## config.mk

```make
export PLATFORM = sky130hd
export DESIGN_NAME = pe_gs_inv
export DESIGN_NICKNAME = d
export VERILOG_FILES = /design/src/rtl/pe_gs_inv.sv
export SDC_FILE = /design/constraint.sdc
export NUM_CORES = 1
export LEC_CHECK = 0
export ABC_AREA = 1
export BUFFER_PORTS_ARGS = -buffer_cell sky130_fd_sc_hd__buf_2
export CAP_MARGIN = 40
export CORE_ASPECT_RATIO = 1.75
export CORE_MARGIN = 2
export CORE_UTILIZATION = 57
export CTS_CLUSTER_SIZE = 25
export DETAILED_ROUTE_END_ITERATION = 8
export PLACE_DENSITY_LB_ADDON = 0.3
export SETUP_SLACK_MARGIN = 0.05
export SYNTH_ARGS = -nofsm -noshare
export SYNTH_HDL_FRONTEND = slang
export SYNTH_SLANG_ARGS = --single-unit
```

## constraint.sdc

```tcl
create_clock -name clk -period 14.7 [get_ports clk]
set_clock_uncertainty 0.2 [all_clocks]
set_input_delay 2.205 -clock clk [delete_from_list [all_inputs] [get_ports clk]]
set_output_delay 2.205 -clock clk [all_outputs]
set_load 0.005 [all_outputs]
```

## src/rtl/pe_gs_inv.sv

```systemverilog
// Gentleman-Sande inverse-NTT butterfly for q = 3329: upper = u+v, lower = (u-v)*w,
// both optionally halved mod q. Fully pipelined, one butterfly per clock.

module modular_mul #(
  parameter int DW  = 12,
  parameter int Q   = 3329,
  parameter int LAT = 4
) (
  input  logic           clk,
  input  logic           rst,
  input  logic [LAT-1:0] i_en,
  input  logic [DW-1:0]  i_a,
  input  logic [DW-1:0]  i_b,
  output logic [DW-1:0]  o_p
);
  localparam int PW = 2 * DW;
  localparam int RW = DW + 2;
  localparam int XW = PW + DW + 1;
  // Barrett constant floor(2^PW / Q); the quotient estimate is short by at most one.
  localparam logic [DW:0]   BM   = (DW+1)'((64'd1 << PW) / Q);
  localparam logic [RW-1:0] Q_R  = RW'(Q);
  localparam logic [RW-1:0] Q2_R = RW'(2 * Q);

  logic [PW-1:0] r_p;
  logic [RW-1:0] r_p1;
  logic [DW:0]   r_qh;
  logic [RW-1:0] r_r;
  logic [DW-1:0] r_o [LAT-3];

  logic [XW-1:0] w_pm;
  logic [RW-1:0] w_qq;
  logic [DW-1:0] w_red;

  assign w_pm  = {{(DW+1){1'b0}}, r_p} * {{PW{1'b0}}, BM};
  assign w_qq  = {1'b0, r_qh} * Q_R;
  assign w_red = (r_r >= Q2_R) ? DW'(r_r - Q2_R) :
                 (r_r >= Q_R)  ? DW'(r_r - Q_R)  : DW'(r_r);
  assign o_p   = r_o[LAT-4];

  always_ff @(posedge clk) begin
    if (rst) begin
      r_p  <= '0;
      r_p1 <= '0;
      r_qh <= '0;
      r_r  <= '0;
      for (int k = 0; k <= LAT - 4; k++) r_o[k] <= '0;
    end else begin
      if (i_en[0]) r_p <= {{DW{1'b0}}, i_a} * {{DW{1'b0}}, i_b};
      if (i_en[1]) begin
        r_qh <= (DW+1)'(w_pm >> PW);
        r_p1 <= r_p[RW-1:0];
      end
      // Remainder is below 2q, so modulo-2^RW arithmetic is exact here.
      if (i_en[2]) r_r <= r_p1 - w_qq;
      if (i_en[3]) r_o[0] <= w_red;
      for (int k = 1; k <= LAT - 4; k++)
        if (i_en[3+k]) r_o[k] <= r_o[k-1];
    end
  end
endmodule

module pe_gs_inv #(
  parameter int data_width = 12,
  parameter int Q          = 3329,
  parameter int W_CONST    = 169,
  parameter int MUL_LAT    = 4
) (
  input  logic                  clk,
  input  logic                  rst,
  input  logic                  valid_in,
  input  logic                  sel,
  input  logic                  half_en,
  input  logic [data_width-1:0] u,
  input  logic [data_width-1:0] v,
  input  logic [data_width-1:0] w,
  output logic                  valid_out,
  output logic [data_width-1:0] bf_upper,
  output logic [data_width-1:0] bf_lower,
  output logic                  busy
);
  localparam int DW = data_width;
  localparam logic [DW-1:0] Q_L = DW'(Q);
  localparam logic [DW-1:0] W_L = DW'(W_CONST);

  function automatic logic [DW-1:0] halve(input logic [DW-1:0] x);
    logic [DW:0] t;
    t = {1'b0, x} + (x[0] ? {1'b0, Q_L} : '0);
    return DW'(t >> 1);
  endfunction

  // S1
  logic [DW-1:0] r_u1, r_v1, r_w1;
  logic          r_h1, r_vld1;
  // S2
  logic [DW-1:0] r_sum2, r_diff2, r_w2;
  logic          r_h2, r_vld2;
  // S3 side-band delay line aligned with the multiplier
  logic [DW-1:0]      r_sd [MUL_LAT];
  logic [MUL_LAT-1:0] r_hd, r_vd;
  // S4
  logic [DW-1:0] r_up, r_lo;
  logic          r_vout, r_busy;

  logic [DW:0]        w_sum_raw, w_diff_raw;
  logic [DW-1:0]      w_sum, w_diff, w_prod, w_up, w_lo;
  logic [MUL_LAT-1:0] w_en;

  assign w_sum_raw  = {1'b0, r_u1} + {1'b0, r_v1};
  assign w_sum      = (w_sum_raw >= {1'b0, Q_L}) ? DW'(w_sum_raw - {1'b0, Q_L}) : DW'(w_sum_raw);
  assign w_diff_raw = {1'b0, r_u1} - {1'b0, r_v1};
  assign w_diff     = (r_u1 < r_v1) ? DW'(w_diff_raw + {1'b0, Q_L}) : DW'(w_diff_raw);

  // Each multiplier/delay stage loads only when the beat entering it is valid.
  assign w_en = {r_vd[MUL_LAT-2:0], r_vld2};

  modular_mul #(.DW(DW), .Q(Q), .LAT(MUL_LAT)) u_mul (
    .clk  (clk),
    .rst  (rst),
    .i_en (w_en),
    .i_a  (r_diff2),
    .i_b  (r_w2),
    .o_p  (w_prod)
  );

  assign w_up = r_hd[MUL_LAT-1] ? halve(r_sd[MUL_LAT-1]) : r_sd[MUL_LAT-1];
  assign w_lo = r_hd[MUL_LAT-1] ? halve(w_prod)          : w_prod;

  always_ff @(posedge clk) begin
    if (rst) begin
      r_u1 <= '0; r_v1 <= '0; r_w1 <= '0; r_h1 <= 1'b0; r_vld1 <= 1'b0;
      r_sum2 <= '0; r_diff2 <= '0; r_w2 <= '0; r_h2 <= 1'b0; r_vld2 <= 1'b0;
      for (int k = 0; k < MUL_LAT; k++) r_sd[k] <= '0;
      r_hd <= '0; r_vd <= '0;
      r_up <= '0; r_lo <= '0; r_vout <= 1'b0; r_busy <= 1'b0;
    end else begin
      r_vld1 <= valid_in;
      if (valid_in) begin
        r_u1 <= u;
        r_v1 <= v;
        r_w1 <= sel ? w : W_L;
        r_h1 <= half_en;
      end
      r_vld2 <= r_vld1;
      if (r_vld1) begin
        r_sum2  <= w_sum;
        r_diff2 <= w_diff;
        r_w2    <= r_w1;
        r_h2    <= r_h1;
      end
      r_vd <= w_en;
      for (int k = 0; k < MUL_LAT; k++) begin
        if (w_en[k]) begin
          r_sd[k] <= (k == 0) ? r_sum2 : r_sd[(k == 0) ? 0 : k-1];
          r_hd[k] <= (k == 0) ? r_h2   : r_hd[(k == 0) ? 0 : k-1];
        end
      end
      r_vout <= r_vd[MUL_LAT-1];
      if (r_vd[MUL_LAT-1]) begin
        r_up <= w_up;
        r_lo <= w_lo;
      end
      r_busy <= valid_in | r_vld1 | r_vld2 | (|r_vd);
    end
  end

  assign valid_out = r_vout;
  assign bf_upper  = r_up;
  assign bf_lower  = r_lo;
  assign busy      = r_busy;
endmodule

```

==> flow_summary.yaml, run 1 <==
sta:
  hold_viol_final: 0
  max_slew_margin_pct: 38.5
  setup_viol: 0
  slew_viol_final: 0
  finalCritPeriodShare_pct: 39.0
  setup_slack_ns: 8.97
  finalCriticalPeriod_ns: 5.73
  finalSetupTns_ns: 0
  worst-slew-pin-transition_ns: 0.921
  fmax_mhz: 175
  grt_setup_unrepaired: "no"
routing:
  met2_length_mm: 30.8
  m1WireLength_mm: 20.0
  drt_drc_violations_left: 0
  dr.first_iter.drc_count: 1000
  wl_per_cell_um: 16.1
  drt_pre_antenna_iters: 5
  vias: 18500
  routed_via_density: 5.42
  highest_layer: "met4"
  wl_mm: 55.0
  drt.antenna.violating_nets: 0
  dr_wl_met3_mm: 1.64
logic_synthesis:
  ys_types: 58
  yosys_most_used_dff: "dfxtp_1"
  ys_ff_latch: 235
  syn-num-nets: 3432
  synthArstFlopShare_pct: 0
  synth_enable_flop_cells: 60
  yosysSeqAreaShare_pct: 23.1
  yosys_warnings: 0
  synth_cells: 2889
  syn_avg_cell_area_sq_um: 7.95
  netlist_area_sq_um: 23000
placed_design:
  place_area_sq_um: 23700
  place_ws_ns: 9.03
  hpwl_mm: 45.2
  dp.cells: 3380
  port_buffers: 66
  gp_congestion: 1.02
final_layout:
  nNetsFinal: 3454
  diodes: 0
  stdcell_area_sq_um: 24500
  fin_cells: 3424
  drive_gt1_share_pct: 5.84
  utilization_pct: 61.3
  final_cell_mix: "inv_1 (630), nand2_1 (505), ha_1 (263)"
  areaGrowthSynthToFinish_pct: 6.57
  final_common_cell: "inv_1"
pwr:
  swShare_pct: 32.9
  share_comb_of_total_power_pct: 23.3
  p_clk_share_pct: 34.9
  p_switching_uw: 571
  ir_worst_vdd_v: 0.000110
  sequentialPowerShare_pct: 41.8
  powerDensity_nw_per_um2: 70.8
  p_leak_uw: 0.0130
  internal-power_uw: 1160
cts:
  cts_made_buffers: 24
  cts_tree: "yes"
  clock-sinks: 235
  cts.repair.resized: 0
  htreeDepth: 1
  cts.clk_slew.worst_paths_ns: 0.06
  clock_latency_ns: 0.56
  clockRootBuffer: "clkbuf_16"
  postCtsSetupBuffers: 0
  cts_hold_buf: 0
  clockBufferDepth: 3
worst_setup_path:
  critPathArrivalTime_ns: 5.94
  startpoint: "r_diff2[8]$_SDFFE_PP0P_"
  crit_fanout: 13
  crit_path_start_kind: "flop"
  path_class: "reg2reg"
  rr_worst_depth: 19
  r2r_start: "r_diff2[8]$_SDFFE_PP0P_"
  crit_path_end_kind: "flop"
  r2r-end: "u_mul.r_p[20]$_SDFFE_PP0P_"
  crit_required_ns: 14.91
  ff2ff_setup_slack_ns: 8.97
global_routing:
  grt_pass1_wl_mm: 92.9
  grt_pass1_vias: 19700
  antenna_found_initial: 0
  grt_max_degree: 67
  grt_usage_pct: 27.2
  overflow: 0
die:
  die_x_um: 156
  die-area_sq_um: 42000
  num_rows: 97
  coreArea_sq_um: 39900
  start_util_pct: 57.5
  die_h_um: 269
  io_pins: 67
outcome:
  status: "finished clean"
job:
  maxCapViolations: 0
min_path:
  hold-path-endpoint: "u_mul.r_qh[6]$_SDFFE_PP0P_"
  hold_start: "u_mul.r_qh[6]$_SDFFE_PP0P_"
  hold_path.class: "reg2reg"
  whs_path_depth: 2
## layer usage
metal | global-route usage (%) | vias to the layer above
met5 | 0 | -
met4 | 11.9 | 0
met3 | 2.23 | 152
met2 | 54.1 | 382
met1 | 28.3 | 8893
li1 | - | 9121
## logic make-up (layout without fill, tap and decap cells)
| kind of cell | count (synthesis) | after routing | share of synthesized area, % |
|---|---|---|---|
| flip-flops | 235 | 235 | 23.1 |
| XOR/XNOR | 36 | 36 | 1.41 |
| AO/OA/AOI/OAI | 477 | 477 | 11.5 |
| adder cells (fa/ha/maj) | 502 | 502 | 35.2 |
| buffers and inverters | 722 | 762 | 12.1 |
| AND/OR/NAND/NOR | 917 | 917 | 16.8 |
## cell type report
type,instances,area (sq um)
clock inverter,16,150
inverter,639,2400
tap,495,619
sequential,235,5310
clock buffer,28,626
fill,3619,15500
multi-input combinational,1932,14900
timing repair buffer,79,483
## flip-flops by register name, summed over array words and instances, names as in the netlist, 4 cells and up
signal      count
r_sd           48
u_mul.r_p      24
u_mul.r_p1     14
u_mul.r_r      14
u_mul.r_qh     13
bf_lower       12
bf_upper       12
r_diff2        12
r_sum2         12
r_u1           12
r_v1           12
r_w1           12
r_w2           12
u_mul.r_o      12
r_hd            4
r_vd            4
## how the worst max path moves through the flow
stage	end	slack (ns)	cells past startpoint
after floorplan	u_mul.r_p[21]$_SDFFE_PP0P_	9.51	24
after global placement	u_mul.r_p[21]$_SDFFE_PP0P_	9.04	23
after detailed placement	u_mul.r_p[21]$_SDFFE_PP0P_	9.03	23
after CTS	u_mul.r_p[21]$_SDFFE_PP0P_	9.01	23
after global routing	u_mul.r_p[21]$_SDFFE_PP0P_	8.56	23
final	u_mul.r_p[20]$_SDFFE_PP0P_	8.97	19
## synth_stat cells, drive strengths merged, types with 23 or more instances
library cell | n | area (sq um)
nand3 | 93 | 508
nand2 | 516 | 1970
ha | 263 | 3290
o21ai | 182 | 911
o22ai | 33 | 206
a21oi | 201 | 1030
nor3 | 23 | 125
clkbuf | 70 | 277
edfxtp | 60 | 1800
nor2 | 234 | 913
nand4 | 30 | 188
fa | 239 | 4780
xor2 | 24 | 210
inv | 634 | 2380
dfxtp | 175 | 3500
## metrics by stage
stage | hold WS (ns) | total power (uW)
after floorplan | 0.233 | 1030
after global routing | 0.277 | 1830
after global placement | 0.252 | 1130
after detailed placement | 0.249 | 1140
final | 0.258 | 1730
after CTS | 0.258 | 1750
## power groups by stage
stage               sequential (uW)  combinational (uW)  clock [uW]
floorplan                       716                 319           0
global placement                737                 391           0
detailed placement              738                 403           0
CTS                             724                 406         621
global route                    729                 465         640
finish                          725                 403         604
## critical path, stage by stage (launching register included)
cell and delay [ns]:
dfxtp_1 0.66, nand2_1 0.16, fa_1 0.56, inv_1 0.05
fa_1 0.52, fa_1 0.44, fa_1 0.54, inv_1 0.05
fa_1 0.52, inv_1 0.04, ha_1 0.35, nand2_1 0.10
nor2_1 0.23, o21ai_0 0.14, o211ai_1 0.17, nor2_1 0.12
o21bai_1 0.31, a21boi_0 0.17, o21ai_0 0.17, o22ai_1 0.08
No activity file was read; power rests on OpenSTA's default activity.
==> run 2: changes to the inputs <==
- clock period: 14.7 -> 5.6 ns (I/O delays scaled with it)
==> run 2 against run 1 <==
  * First-iteration DRC count shrank 5.8%
  * Clock-buffer cell count unchanged
  * Highest routed layer unchanged
  * Setup slack worse by 8.7 ns
  * Sequential power grew to 2.6 times the previous value
  * Power rose to 2.7 times the previous value
  * Final cell count increased by 1.2%
  * Register-to-register slack worse by 8.7 ns
  * Non-clock buffer count is 40 higher
==> flow_summary.yaml, run 2 (synthesis results as in run 1) <==
die:
  die_x_um: 156
  coreArea_sq_um: 39900
  die-area_sq_um: 42000
  num_rows: 97
  start_util_pct: 57.5
  io_pins: 67
  die_h_um: 269
pwr:
  internal-power_uw: 3100
  sequentialPowerShare_pct: 40.4
  share_comb_of_total_power_pct: 24.3
  swShare_pct: 33.2
  ir_worst_vdd_v: 0.000311
  p_switching_uw: 1540
  p_clk_share_pct: 35.3
  p_leak_uw: 0.0132
  total_power_uw: 4640
  powerDensity_nw_per_um2: 187
routing:
  m1WireLength_mm: 20.5
  dr.first_iter.drc_count: 942
  dr_wl_met3_mm: 1.74
  highest_layer: "met4"
  drt.antenna.violating_nets: 0
  drt_drc_violations_left: 0
  wl_per_cell_um: 16.4
  drt_pre_antenna_iters: 8
  met2_length_mm: 31.7
  vias: 18900
  routed_via_density: 5.46
  wl_mm: 57.0
job:
  maxCapViolations: 0
outcome:
  status: "finished clean"
cts:
  clock-sinks: 235
  clockRootBuffer: "clkbuf_16"
  clock_latency_ns: 0.55
  cts_made_buffers: 24
  cts.repair.resized: 0
  htreeDepth: 1
  cts_tree: "yes"
  clockBufferDepth: 3
  postCtsSetupBuffers: 0
  cts_hold_buf: 0
  cts.clk_slew.worst_paths_ns: 0.07
final_layout:
  drive_gt1_share_pct: 7.95
  nFillCells: 3462
  largest_register_ffs: 48
  diodes: 0
  areaGrowthSynthToFinish_pct: 8.15
  multi_input_comb_area_sq_um: 14900
  largest_register: "r_sd"
  top_regs: "r_sd x48, u_mul.r_p x24"
  register_area_sq_um: 5330
  final_common_cell: "inv_1"
  final_cell_mix: "inv_1 (630), nand2_1 (505), ha_1 (262)"
  nNetsFinal: 3494
worst_setup_path:
  crit_path_max_incr_delay_ns: 0.56
  crit_path_start_kind: "flop"
  crit_buf_inv: 4
  ff2ff_setup_slack_ns: 0.29
  cp_slowest_cell: "fa_1"
  path_class: "reg2reg"
  crit_fanout: 10
  crit_required_ns: 5.87
  crit_chain: "buf_4 -> nand2_1 -> inv_1 -> fa_1 -> fa_1 -> fa_1 -> fa_1 -> inv_1 -> fa_1 -> inv_1 -> ha_1 -> nand2_1 -> nor2_2 -> o21ai_0 -> o211ai_1 -> nor2_2 -> o21bai_1 -> a21boi_0 -> and2_1 -> o22ai_1"
  crit_path_end_kind: "flop"
  critPathArrivalTime_ns: 5.58
  critPathTopFamily: "adder cells"
  cpMostUsedCell: "fa_1"
global_routing:
  grt_usage_pct: 27.9
  overflow: 0
  grt_pass1_wl_mm: 94.8
  grt_max_degree: 42
  antenna_found_initial: 0
  grt_pass1_vias: 20200
min_path:
  hold_path.class: "reg2reg"
placed_design:
  port_buffers: 66
  place_ws_ns: 0.138
  hpwl_mm: 46.8
  gp_congestion: 1.04
sta:
  setup_viol: 0
  finalCriticalPeriod_ns: 5.31
  hold_viol_final: 0
  max_slew_margin_pct: 38.1
  fmax_mhz: 188
  worst-slew-pin-transition_ns: 0.927
  finalCritPeriodShare_pct: 94.9
  finalSetupTns_ns: 0
  setup_slack_ns: 0.285
  slew_viol_final: 0
  grt_setup_unrepaired: "yes"
-- run 2: changes by cell type in the layout (fill, tap and decap cells not counted), sizes merged --
cell	delta
buf	+40
clkinvlp	+3
inv	-3
-- run 2: worst reg2reg max path, delay by kind of cell, from the launching register on --
kind / cells / cell delay, ns
fa+ha+maj: 6 / 2.96
compound gates: 5 / 0.73
simple gates: 5 / 0.62
flops: 1 / 0.36
buf+inv: 4 / 0.36
-- run 2: path summary, 6_finish.rpt --
kind / end / cells past startpoint / startpoint
setup / recovery: u_mul.r_p[20]$_SDFFE_PP0P_ / 20 / r_w2[8]$_SDFFE_PP0P_
hold / removal: bf_upper[9]$_SDFFE_PP0P_ / 2 / bf_upper[9]$_SDFFE_PP0P_
setup reg to reg: u_mul.r_p[20]$_SDFFE_PP0P_ / 20 / r_w2[8]$_SDFFE_PP0P_
hold reg to reg: bf_upper[9]$_SDFFE_PP0P_ / 2 / bf_upper[9]$_SDFFE_PP0P_
-- run 2: routing by layer --
metal  track usage (%)  vias up
met4              13.5        0
met5                 0        -
met2              55.5      485
met3              2.04      172
li1                  -     9215
met1              28.7     9055
-- run 2: area by class of cell --
cell class,count,area share [%]
clock inverter,16,0.610
clock buffer,28,2.61
inverter,639,9.66
tap,495,2.49
timing repair buffer,119,3.16
sequential,235,21.5
multi-input combinational,1932,60.0
-- run 2: through the flow --
step | std cells | hold WS, ns | util (%) | instance area [sq um]
6_report | 3464 | 0.265 | 62.2 | 24800
2_1_floorplan | 2889 | 0.233 | - | 23000
4_1_cts | 3464 | 0.264 | 62.1 | 24800
3_3_place_gp | 3414 | 0.254 | 59.8 | 23900
3_5_place_dp | 3420 | 0.254 | 60.1 | 24000
5_1_grt | 3464 | 0.283 | 62.2 | 24800
-- run 2: power groups by stage --
stage	combinational, uW	clock, uW	sequential (uW)
after floorplan	837	0	1880
after global placement	1080	0	1910
after detailed placement	1120	0	1910
after CTS	1130	1680	1870
after global routing	1290	1730	1880
final	1130	1640	1880
